File: src/rtl/stream_classifier_head_if.sv
// Bundles the stream_classifier_head handshake buses.
//   in_data/in_valid/in_ready/in_last : per-position score vector stream (CHANNELS lanes)
//   out_scores/out_class/out_len_err/out_frame_cnt/out_valid/out_ready : pooled frame result
// The master modport is the side feeding scores in and taking results out;
// the slave modport is the classifier itself.
interface stream_classifier_head_if #(
  parameter int VALUE_BITS = 18,
  parameter int CHANNELS   = 10,
  parameter int POSITIONS  = 1,
  parameter int ACC_BITS   = VALUE_BITS + $clog2(POSITIONS + 1)
);
  localparam int CLASS_W = $clog2(CHANNELS);

  logic signed [VALUE_BITS-1:0] in_data [CHANNELS];
  logic                         in_valid;
  logic                         in_ready;
  logic                         in_last;
  logic signed [ACC_BITS-1:0]   out_scores [CHANNELS];
  logic [CLASS_W-1:0]           out_class;
  logic                         out_valid;
  logic                         out_ready;
  logic                         out_len_err;
  logic [15:0]                  out_frame_cnt;

  modport master (
    output in_data, in_valid, in_last, out_ready,
    input  in_ready, out_scores, out_class, out_valid, out_len_err, out_frame_cnt
  );

  modport slave (
    input  in_data, in_valid, in_last, out_ready,
    output in_ready, out_scores, out_class, out_valid, out_len_err, out_frame_cnt
  );
endinterface

File: src/rtl/stream_classifier_head.sv
// Streaming classifier head: pools a CHANNELS-wide signed score vector over the
// positions of one frame (sum or max), scans the pooled scores for the arg-max
// class and presents the result on a valid/ready output.
// Ports:
//   clk   : clock
//   reset : asynchronous active-high reset, aborts any frame in progress
//   bus   : slave side of stream_classifier_head_if (input stream + result)
// Frame flow: CLEAR (1 cycle) -> ACCUM (in_ready=1) -> ARGMAX (CHANNELS cycles)
// -> OUTPUT (held until out_ready). Final beat accepted at edge T gives
// out_valid at T+CHANNELS.
module stream_classifier_head #(
  parameter int VALUE_BITS = 18,
  parameter int CHANNELS   = 10,
  parameter int POSITIONS  = 1,
  parameter int POOL_MODE  = 0,
  parameter int ACC_BITS   = VALUE_BITS + $clog2(POSITIONS + 1)
) (
  input logic                     clk,
  input logic                     reset,
  stream_classifier_head_if.slave bus
);

  localparam int CLASS_W      = $clog2(CHANNELS);
  localparam int CNT_W        = $clog2(POSITIONS + 1);
  localparam int SCAN_W       = $clog2(CHANNELS + 1);
  localparam int MIN_ACC_BITS = VALUE_BITS + $clog2(POSITIONS + 1);

  // Max pooling starts from the most negative representable value so the first
  // beat always wins; sum pooling starts from zero.
  localparam logic signed [ACC_BITS-1:0] ACC_INIT =
    (POOL_MODE == 1) ? {1'b1, {(ACC_BITS-1){1'b0}}} : '0;

  if (ACC_BITS < MIN_ACC_BITS) begin : g_acc_bits_check
    $error("stream_classifier_head: ACC_BITS too small for VALUE_BITS/POSITIONS");
  end
  if (CHANNELS < 2) begin : g_channels_check
    $error("stream_classifier_head: CHANNELS must be >= 2");
  end

  typedef enum logic [1:0] {
    S_CLEAR  = 2'd0,
    S_ACCUM  = 2'd1,
    S_ARGMAX = 2'd2,
    S_OUTPUT = 2'd3
  } state_t;

  function automatic logic signed [ACC_BITS-1:0] sext(
    input logic signed [VALUE_BITS-1:0] v
  );
    return {{(ACC_BITS-VALUE_BITS){v[VALUE_BITS-1]}}, v};
  endfunction

  // One pooling step; the accumulator is wide enough that sums never wrap.
  function automatic logic signed [ACC_BITS-1:0] pool_step(
    input logic signed [ACC_BITS-1:0]   acc_v,
    input logic signed [VALUE_BITS-1:0] x
  );
    logic signed [ACC_BITS-1:0] xe;
    xe = sext(x);
    if (POOL_MODE == 1) return (xe > acc_v) ? xe : acc_v;
    return acc_v + xe;
  endfunction

  state_t                     state;
  state_t                     state_nxt;
  logic signed [ACC_BITS-1:0] acc [CHANNELS];
  logic signed [ACC_BITS-1:0] best_val;
  logic [CLASS_W-1:0]         best_idx;
  logic [CNT_W-1:0]           beat_cnt;
  logic [CNT_W-1:0]           cnt_nxt;
  logic [SCAN_W-1:0]          scan_idx;
  logic                       in_ready_c;
  logic                       out_valid_c;
  logic                       accept;
  logic                       frame_end;
  logic                       len_err_nxt;
  logic                       scan_done;
  logic                       take_new;
  logic [CLASS_W-1:0]         ch_sel;
  logic [CLASS_W-1:0]         cand_idx;
  logic signed [ACC_BITS-1:0] cand_val;
  logic signed [ACC_BITS-1:0] scores_q [CHANNELS];
  logic [CLASS_W-1:0]         class_q;
  logic                       len_err_q;
  logic [15:0]                frame_cnt_q;

  // ---- FSM state register ----
  always_ff @(posedge clk or posedge reset) begin
    if (reset) state <= S_CLEAR;
    else       state <= state_nxt;
  end

  // ---- FSM next state ----
  always_comb begin
    state_nxt = state;
    unique case (state)
      S_CLEAR:  state_nxt = S_ACCUM;
      S_ACCUM:  if (frame_end)     state_nxt = S_ARGMAX;
      S_ARGMAX: if (scan_done)     state_nxt = S_OUTPUT;
      S_OUTPUT: if (bus.out_ready) state_nxt = S_CLEAR;
      default:  state_nxt = S_CLEAR;
    endcase
  end

  // ---- FSM outputs ----
  always_comb begin
    in_ready_c  = 1'b0;
    out_valid_c = 1'b0;
    unique case (state)
      S_ACCUM:  in_ready_c  = 1'b1;
      S_OUTPUT: out_valid_c = 1'b1;
      default: begin
        in_ready_c  = 1'b0;
        out_valid_c = 1'b0;
      end
    endcase
  end

  // Frame termination and arg-max candidate selection.
  always_comb begin
    accept      = bus.in_valid && in_ready_c;
    cnt_nxt     = beat_cnt + CNT_W'(1);
    frame_end   = accept && (bus.in_last || (cnt_nxt == CNT_W'(POSITIONS)));
    // Clean only when in_last lands exactly on the POSITIONS-th beat.
    len_err_nxt = !(bus.in_last && (cnt_nxt == CNT_W'(POSITIONS)));
    scan_done   = (scan_idx == SCAN_W'(CHANNELS));
    ch_sel      = scan_done ? '0 : CLASS_W'(scan_idx);
    // The first scan step compares channel 1 against channel 0 directly, so the
    // seed never has to be captured while the accumulators are still updating.
    cand_val    = (scan_idx == SCAN_W'(1)) ? acc[0] : best_val;
    cand_idx    = (scan_idx == SCAN_W'(1)) ? '0     : best_idx;
    // Strictly greater: ties keep the lower channel index.
    take_new    = acc[ch_sel] > cand_val;
  end

  // ---- pooling accumulators and arg-max scan (no reset: CLEAR initialises) ----
  always_ff @(posedge clk) begin
    if (state == S_CLEAR) begin
      for (int c = 0; c < CHANNELS; c++) acc[c] <= ACC_INIT;
    end else if (accept) begin
      for (int c = 0; c < CHANNELS; c++) acc[c] <= pool_step(acc[c], bus.in_data[c]);
    end

    if (state == S_ARGMAX && !scan_done) begin
      best_val <= take_new ? acc[ch_sel] : cand_val;
      best_idx <= take_new ? ch_sel      : cand_idx;
    end
  end

  // ---- control counters and registered result ----
  always_ff @(posedge clk or posedge reset) begin
    if (reset) begin
      beat_cnt    <= '0;
      scan_idx    <= SCAN_W'(1);
      class_q     <= '0;
      len_err_q   <= 1'b0;
      frame_cnt_q <= '0;
      for (int c = 0; c < CHANNELS; c++) scores_q[c] <= '0;
    end else begin
      unique case (state)
        S_CLEAR: begin
          beat_cnt <= '0;
          scan_idx <= SCAN_W'(1);
        end
        S_ACCUM: begin
          if (accept) beat_cnt <= cnt_nxt;
          if (frame_end) len_err_q <= len_err_nxt;
        end
        S_ARGMAX: begin
          if (scan_done) begin
            class_q <= best_idx;
            for (int c = 0; c < CHANNELS; c++) scores_q[c] <= acc[c];
          end else begin
            scan_idx <= scan_idx + SCAN_W'(1);
          end
        end
        S_OUTPUT: begin
          if (bus.out_ready) frame_cnt_q <= frame_cnt_q + 16'd1;
        end
        default: beat_cnt <= '0;
      endcase
    end
  end

  assign bus.in_ready      = in_ready_c;
  assign bus.out_valid     = out_valid_c;
  assign bus.out_scores    = scores_q;
  assign bus.out_class     = class_q;
  assign bus.out_len_err   = len_err_q;
  assign bus.out_frame_cnt = frame_cnt_q;

endmodule

File: src/flat_wrapper.sv
// flat-port wrapper written by rule: the top's interface ports become plain ports
module stream_classifier_head_flat 
#(
  parameter int VALUE_BITS = 18,
  parameter int CHANNELS   = 10,
  parameter int POSITIONS  = 1,
  parameter int POOL_MODE  = 0,
  parameter int ACC_BITS   = VALUE_BITS + $clog2(POSITIONS + 1)
)
  (clk, reset, bus_in_data, bus_in_valid, bus_in_last, bus_out_ready, bus_in_ready, bus_out_scores, bus_out_class, bus_out_valid, bus_out_len_err, bus_out_frame_cnt);
  stream_classifier_head_if #(.VALUE_BITS(VALUE_BITS), .CHANNELS(CHANNELS), .POSITIONS(POSITIONS), .ACC_BITS(ACC_BITS)) bus_i ();
  input logic clk;
  input logic reset;
  input wire logic [$bits(bus_i.in_data)-1:0] bus_in_data;
  input wire logic [$bits(bus_i.in_valid)-1:0] bus_in_valid;
  input wire logic [$bits(bus_i.in_last)-1:0] bus_in_last;
  input wire logic [$bits(bus_i.out_ready)-1:0] bus_out_ready;
  output wire logic [$bits(bus_i.in_ready)-1:0] bus_in_ready;
  output wire logic [$bits(bus_i.out_scores)-1:0] bus_out_scores;
  output wire logic [$bits(bus_i.out_class)-1:0] bus_out_class;
  output wire logic [$bits(bus_i.out_valid)-1:0] bus_out_valid;
  output wire logic [$bits(bus_i.out_len_err)-1:0] bus_out_len_err;
  output wire logic [$bits(bus_i.out_frame_cnt)-1:0] bus_out_frame_cnt;
  assign bus_i.in_data = {>>{bus_in_data}};
  assign bus_i.in_valid = bus_in_valid;
  assign bus_i.in_last = bus_in_last;
  assign bus_i.out_ready = bus_out_ready;
  assign bus_in_ready = bus_i.in_ready;
  assign bus_out_scores = {>>{bus_i.out_scores}};
  assign bus_out_class = bus_i.out_class;
  assign bus_out_valid = bus_i.out_valid;
  assign bus_out_len_err = bus_i.out_len_err;
  assign bus_out_frame_cnt = bus_i.out_frame_cnt;
  stream_classifier_head #(.VALUE_BITS(VALUE_BITS), .CHANNELS(CHANNELS), .POSITIONS(POSITIONS), .POOL_MODE(POOL_MODE), .ACC_BITS(ACC_BITS)) u_core (.clk(clk), .reset(reset), .bus(bus_i));
endmodule
File: config.mk
export PLATFORM = sky130hd
export DESIGN_NAME = stream_classifier_head_flat
export DESIGN_NICKNAME = d
export VERILOG_FILES = /design/src/rtl/stream_classifier_head_if.sv /design/src/rtl/stream_classifier_head.sv /design/src/flat_wrapper.sv
export SDC_FILE = /design/constraint.sdc
export NUM_CORES = 1
export LEC_CHECK = 0
export BUFFER_PORTS_ARGS = -buffer_cell sky130_fd_sc_hd__buf_2
export CELL_PAD_IN_SITES_DETAIL_PLACEMENT = 2
export CELL_PAD_IN_SITES_GLOBAL_PLACEMENT = 2
export CORE_UTILIZATION = 40
export CTS_BUF_LIST = sky130_fd_sc_hd__clkbuf_8
export CTS_CLUSTER_DIAMETER = 50
export DETAILED_ROUTE_END_ITERATION = 12
export PLACE_DENSITY_LB_ADDON = 0.1
export SYNTH_ARGS = -nofsm -noshare
export SYNTH_HDL_FRONTEND = slang
export SYNTH_SLANG_ARGS = --single-unit
File: constraint.sdc
create_clock -name clk -period 19.6 [get_ports clk]
set_input_delay 3.92 -clock clk [delete_from_list [all_inputs] [get_ports clk]]
set_output_delay 3.92 -clock clk [all_outputs]
set_load 0.02 [all_outputs]
Yosys cells after proc, flatten, opt, wreduce, memory -nomap -nowiden
Memories as Yosys holds them, arrays and structs flattened.
Cells that the tools add are included.
{"block": "word_totals", "ff_bits": 241, "mem_bits_rw": 190, "out_inout_bits": 213, "wordCells": 101, "n_memories": 1}
{"block": "classes", "addsub": 13, "order_cmp": 1, "n_eq_ne": 10, "muxes": 30, "n_bitwise": 10, "n_reduce_logical": 18}
{"memory": "u_core.acc", "depth": 10, "word_bits": 19, "read_ports": 11, "rd_clocked_by_memory_dff": 0, "write_ports": 10, "line_no": "stream_classifier_head.sv:66", "text": "logic signed [ACC_BITS-1:0] acc [CHANNELS];"}
{"operator": "$mux 19", "count": 12}
{"operator": "$add 19x18->19", "count": 10}
{"operator": "$gt 19x19->1", "count": 1}
{"operator": "$add 16x1->16 const B", "count": 1}
{"operator": "$mux 4", "count": 4}
{"operator": "$reduce_and 2->1", "count": 6}
{"operator": "$or 1x1->1", "count": 10}
{"operator": "$mux 1", "count": 8}
{"operator": "$pmux 2 s4", "count": 1}
{"operator": "$pmux 4 s2", "count": 1}
{"operator": "$mux 2", "count": 3}
{"operator": "$ne 2x1->1 const B", "count": 3}
{"operator": "$reduce_bool 2->1", "count": 3}
{"operator": "$add 4x1->4 const B", "count": 1}
{"operator": "$eq 2x2->1 const B", "count": 2}
{"operator": "$eq 4x1->1 const B", "count": 1}
{"operator": "$eq 4x4->1 const B", "count": 1}
{"operator": "$logic_and 1x1->1", "count": 4}
{"operator": "$ne 2x2->1 const B", "count": 2}
{"operator": "$reduce_and 3->1", "count": 1}
{"operator": "$eq 2x1->1 const B", "count": 1}
{"operator": "$logic_not 1->1", "count": 2}
{"operator": "$logic_not 2->1", "count": 1}
{"operator": "$pmux 1 s2", "count": 1}
{"operator": "other kinds (2)", "count": 2}

Logic depth before layout (Yosys ltp)
{"block": "logic_depth", "ltp_word": 7, "mapped_depth": 20}

Least setup slack after synthesis
OpenSTA, ideal clock, no wires.
{"block": "synth_timing", "path_type": "input -> register", "from": "input port bus_in_valid", "to": "memory u_core.acc[0][0] (netlist name) (enable)", "setup_ps": 584, "t_arrival_ps": 8385, "setup_slack_ps": 10631, "path_stages": 2, "path_cell_list": "nand2_1 nand2b_1"}
{"element": "from (decl)", "line_no": "flat_wrapper.sv:15", "text": "input wire logic [$bits(bus_i.in_valid)-1:0] bus_in_valid;"}
{"element": "to (decl)", "line_no": "stream_classifier_head.sv:66"}

==> insert_results.sql <==
INSERT INTO impl_metrics (metric_group, metric, value, unit) VALUES
('logic_synthesis', 'synthAdderAreaFrac', '0.105', ''),
('pwr', 'p_leak', '14.2', 'nW'),
('logic_synthesis', 'synth_largest_type_area_fraction', '0.242', ''),
('worst_setup_path', 'worstSetupPathType', 'input port to flop', ''),
('timing', 'slew_headroom', '0.214', ''),
('worst_setup_path', 'arrival', '7030', 'ps'),
('run_status', 'outcome', 'complete, no violations', ''),
('logic_synthesis', 'synthSimpleGateAreaFrac', '0.193', ''),
('cts', 'cts.sinks', '431', ''),
('logic_synthesis', 'asyncSetResetFlopFracSynth', '0.506', ''),
('logic_synthesis', 'post-synth-top-area-cell', 'edfxtp_1', ''),
('cts', 'clk_transition_reported_paths', '50', 'ps'),
('worst_hold_path', 'hold_class', 'flop to flop', ''),
('finish', 'finish.cell_count_without_fillers', '4151', ''),
('logic_synthesis', 'combinational_family_with_the_most_area_after_synthesis', 'simple AND/OR/NAND/NOR gates', ''),
('floorplan', 'initial_core_util', '0.408', ''),
('cts', 'worst_skew_late_latency', '690', 'ps'),
('worst_setup_path', 'critPathMaxFanout', '71', ''),
('timing', 'final_max_slew_viol_count', '0', ''),
('logic_synthesis', 'synth_warnings', '0', ''),
('pwr', 'total_power', '6.28', 'mW'),
('worst_setup_path', 'slowest_stage', 'buf_4', ''),
('floorplan', 'rows', '93', ''),
('worst_setup_path', 'cp_cell_sequence', 'buf_2 -> nand2_1 -> nand2b_4 -> buf_4 -> buf_4', ''),
('timing', 'layout_worst_path_cycle_share', '0.344', ''),
('timing', 'finalSetupTns', '0', 'ps'),
('pwr', 'switching_share', '0.484', ''),
('pwr', 'clkPwrFrac', '0.145', ''),
('logic_synthesis', 'syn_area_per_cell', '9.36', 'um2'),
('floorplan', 'ios', '398', ''),
('worst_setup_path', 'crit_top_cell', 'buf_4', ''),
('grt', 'first_global_vias', '26300', ''),
('drt', 'route.final.wire_length', '105000', 'um'),
('logic_synthesis', 'synth_edf_count', '213', ''),
('pwr', 'power.internal', '3.24', 'mW'),
('drt', 'first_iter_violations', '1262', ''),
('drt', 'drc', '0', ''),
('finish', 'syn_to_final_growth', '16.9', '%'),
('drt', 'dr_total_vias', '23700', ''),
('worst_setup_path', 'critPathRequiredTime', '19890', 'ps'),
('pwr', 'sequentialPowerShare', '0.319', ''),
('logic_synthesis', 'ys_seq_elements', '431', ''),
('pwr', 'share_comb_of_total_power', '0.536', ''),
('worst_setup_path', 'critical_path.max_stage_delay', '880', 'ps'),
('cts', 'cts_buffer_depth', '3', ''),
('finish', 'finish.net_count', '3627', ''),
('cts', 'number_of_clock_buffers_inserted_by_tritoncts', '84', ''),
('logic_synthesis', 'post_synth_main_area_contributors', 'edfxtp_1 (24%), dfrtp_1 (21%), nand2_1 (9.9%)', ''),
('timing', 'worst-slew-pin-transition', '1180', 'ps'),
('logic_synthesis', 'commonest_register_cell_after_synthesis', 'dfrtp_1', ''),
('timing', 'hold_viol', '0', ''),
('pwr', 'powerDensity', '203', 'nW/um2'),
('placed_design', 'placed_cells', '3994', ''),
('finish', 'fillers', '7121', ''),
('drt', 'detail_route.vias_per_cell', '5.71', ''),
('drt', 'post_drt_wl_per_cell', '25.3', 'um'),
('timing', 'clock-skew-final', '29.2', 'ps'),
('floorplan', 'die_area', '67200', 'um2'),
('logic_synthesis', 'synth_fp_nets', '3231', ''),
('placed_design', 'place.detailed.hpwl', '79600', 'um'),
('floorplan', 'dieHeight', '259', 'um'),
('cts', 'clock_tree_from_tritoncts', 'yes', ''),
('grt', 'grt_max_degree', '108', ''),
('timing', 'achievable-frequency', '0.148', 'GHz'),
('timing', 'setup_viol', '0', ''),
('logic_synthesis', 'area_fraction_in_compound_gates_after_synthesis', '0.136', ''),
('finish', 'drive_gt1_frac', '0.171', ''),
('cts', 'clock-root-buffer', 'clkbuf_8', ''),
('logic_synthesis', 'yosysSeqAreaShare', '0.448', ''),
('cts', 'ctsHtreeMaxLevel', '3', ''),
('logic_synthesis', 'netlist_area', '26500', 'um2');
-- cells by family (layout without fill, tap and decap cells) --
logic type,after synthesis,count (layout)
buf+inv,188,651
flops,431,431
compound gates,538,538
mux,103,103
other cells,0,4
simple gates,1209,1209
xor+xnor,143,143
fa+ha+maj,217,217
-- metrics by stage --
stage,util,area [um2],setup WS (ps)
after floorplan,-,26500,9720
after global placement,0.451,29300,12170
after detailed placement,0.451,29300,12160
after CTS,0.476,30900,12910
after global routing,0.476,30900,12640
final,0.476,30900,12860
-- cell usage after synthesis (13+ instances only) --
cell	instances
xor2_1	63
nand2_1	700
buf_1	15
nor3_1	55
nand3_1	72
a211oi_1	29
xnor2_1	80
edfxtp_1	213
inv_1	84
nor2b_1	28
o21a_1	35
a31oi_1	42
dfrtp_1	217
o21ai_1	17
a21oi_1	117
nor3b_1	20
nand2b_1	15
o21ai_0	94
nor2_1	239
o31ai_1	13
mux2i_1	92
and2_1	20
clkbuf_1	75
o221ai_1	22
and3_1	13
a21o_1	63
ha_1	207
nand4_1	18
-- power groups by stage --
stage	clock [mW]	sequential, mW	combinational [mW]
2_1_floorplan	0	1.97	2.16
3_3_place_gp	0	1.98	3.12
3_5_place_dp	0	2.00	3.30
4_1_cts	0.927	1.99	3.36
5_1_grt	0.964	2.03	3.65
6_report	0.910	2.00	3.37
-- routing by layer --
metal / track usage / wire [um] / vias up
met2: 0.539 / 52100 / 537
met1: 0.387 / 44700 / 12100
met5: 0 / 67 / -
met3: 0.0460 / 4480 / 188
li1: - / - / 10800
met4: 0.124 / 3800 / 10
-- layout by cell type (no fill, tap or decap), types with 72 or more instances in the layout --
master    count
dfrtp_1     217
clkbuf_8    100
xnor2_1      80
nand2_1     699
a21oi_1     117
inv_1       116
edfxtp_1    213
buf_2       397
nor2_1      238
o21ai_0      92
nand3_1      72
ha_1        207
mux2i_1      92
-- registers in the layout (all words and copies together) (netlist names) --
name	flops
u_core.beat_cnt	1
u_core.bus.out_len_err	1
u_core.bus.out_scores	190
u_core.acc	190
u_core.scan_idx	4
u_core.bus.out_frame_cnt	16
u_core.best_idx	4
u_core.bus.out_class	4
u_core.best_val	19
u_core.state	2
-- final timing paths --
check | start | end | slack, ps | cells after the start
hold reg to reg | u_core.best_idx[1] | u_core.bus.out_class[1] | 460 | 2
max in group asynchronous | reset | u_core.bus.out_scores[185] | 14620 | 3
min in group asynchronous | reset | u_core.bus.out_scores[15] | 3350 | 2
setup / recovery | bus_in_valid | u_core.acc[5][10] | 12860 | 5
setup reg to reg | u_core.scan_idx[0] | u_core.best_idx[0] | 12960 | 17
hold / removal | u_core.best_idx[1] | u_core.bus.out_class[1] | 460 | 2
-- cell type report --
| type | instances | area (um2) | share of cell area |
|---|---|---|---|
| timing repair buffer | 414 | 2110 | 0.0684 |
| sequential | 431 | 11900 | 0.383 |
| antenna | 4 | 10.0 | 0.000324 |
| inverter | 84 | 323 | 0.0104 |
| clock buffer | 100 | 1380 | 0.0445 |
| clock inverter | 53 | 268 | 0.00866 |
| tap | 855 | 1070 | 0.0346 |
| multi-input combinational | 2210 | 13900 | 0.450 |
-- worst max-delay path: cells and delay by family --
kind | cells | cell delay [ps]
AND/OR/NAND/NOR | 2 | 1000
buffers and inverters | 3 | 1880
Power figures use the tool's default switching activity.
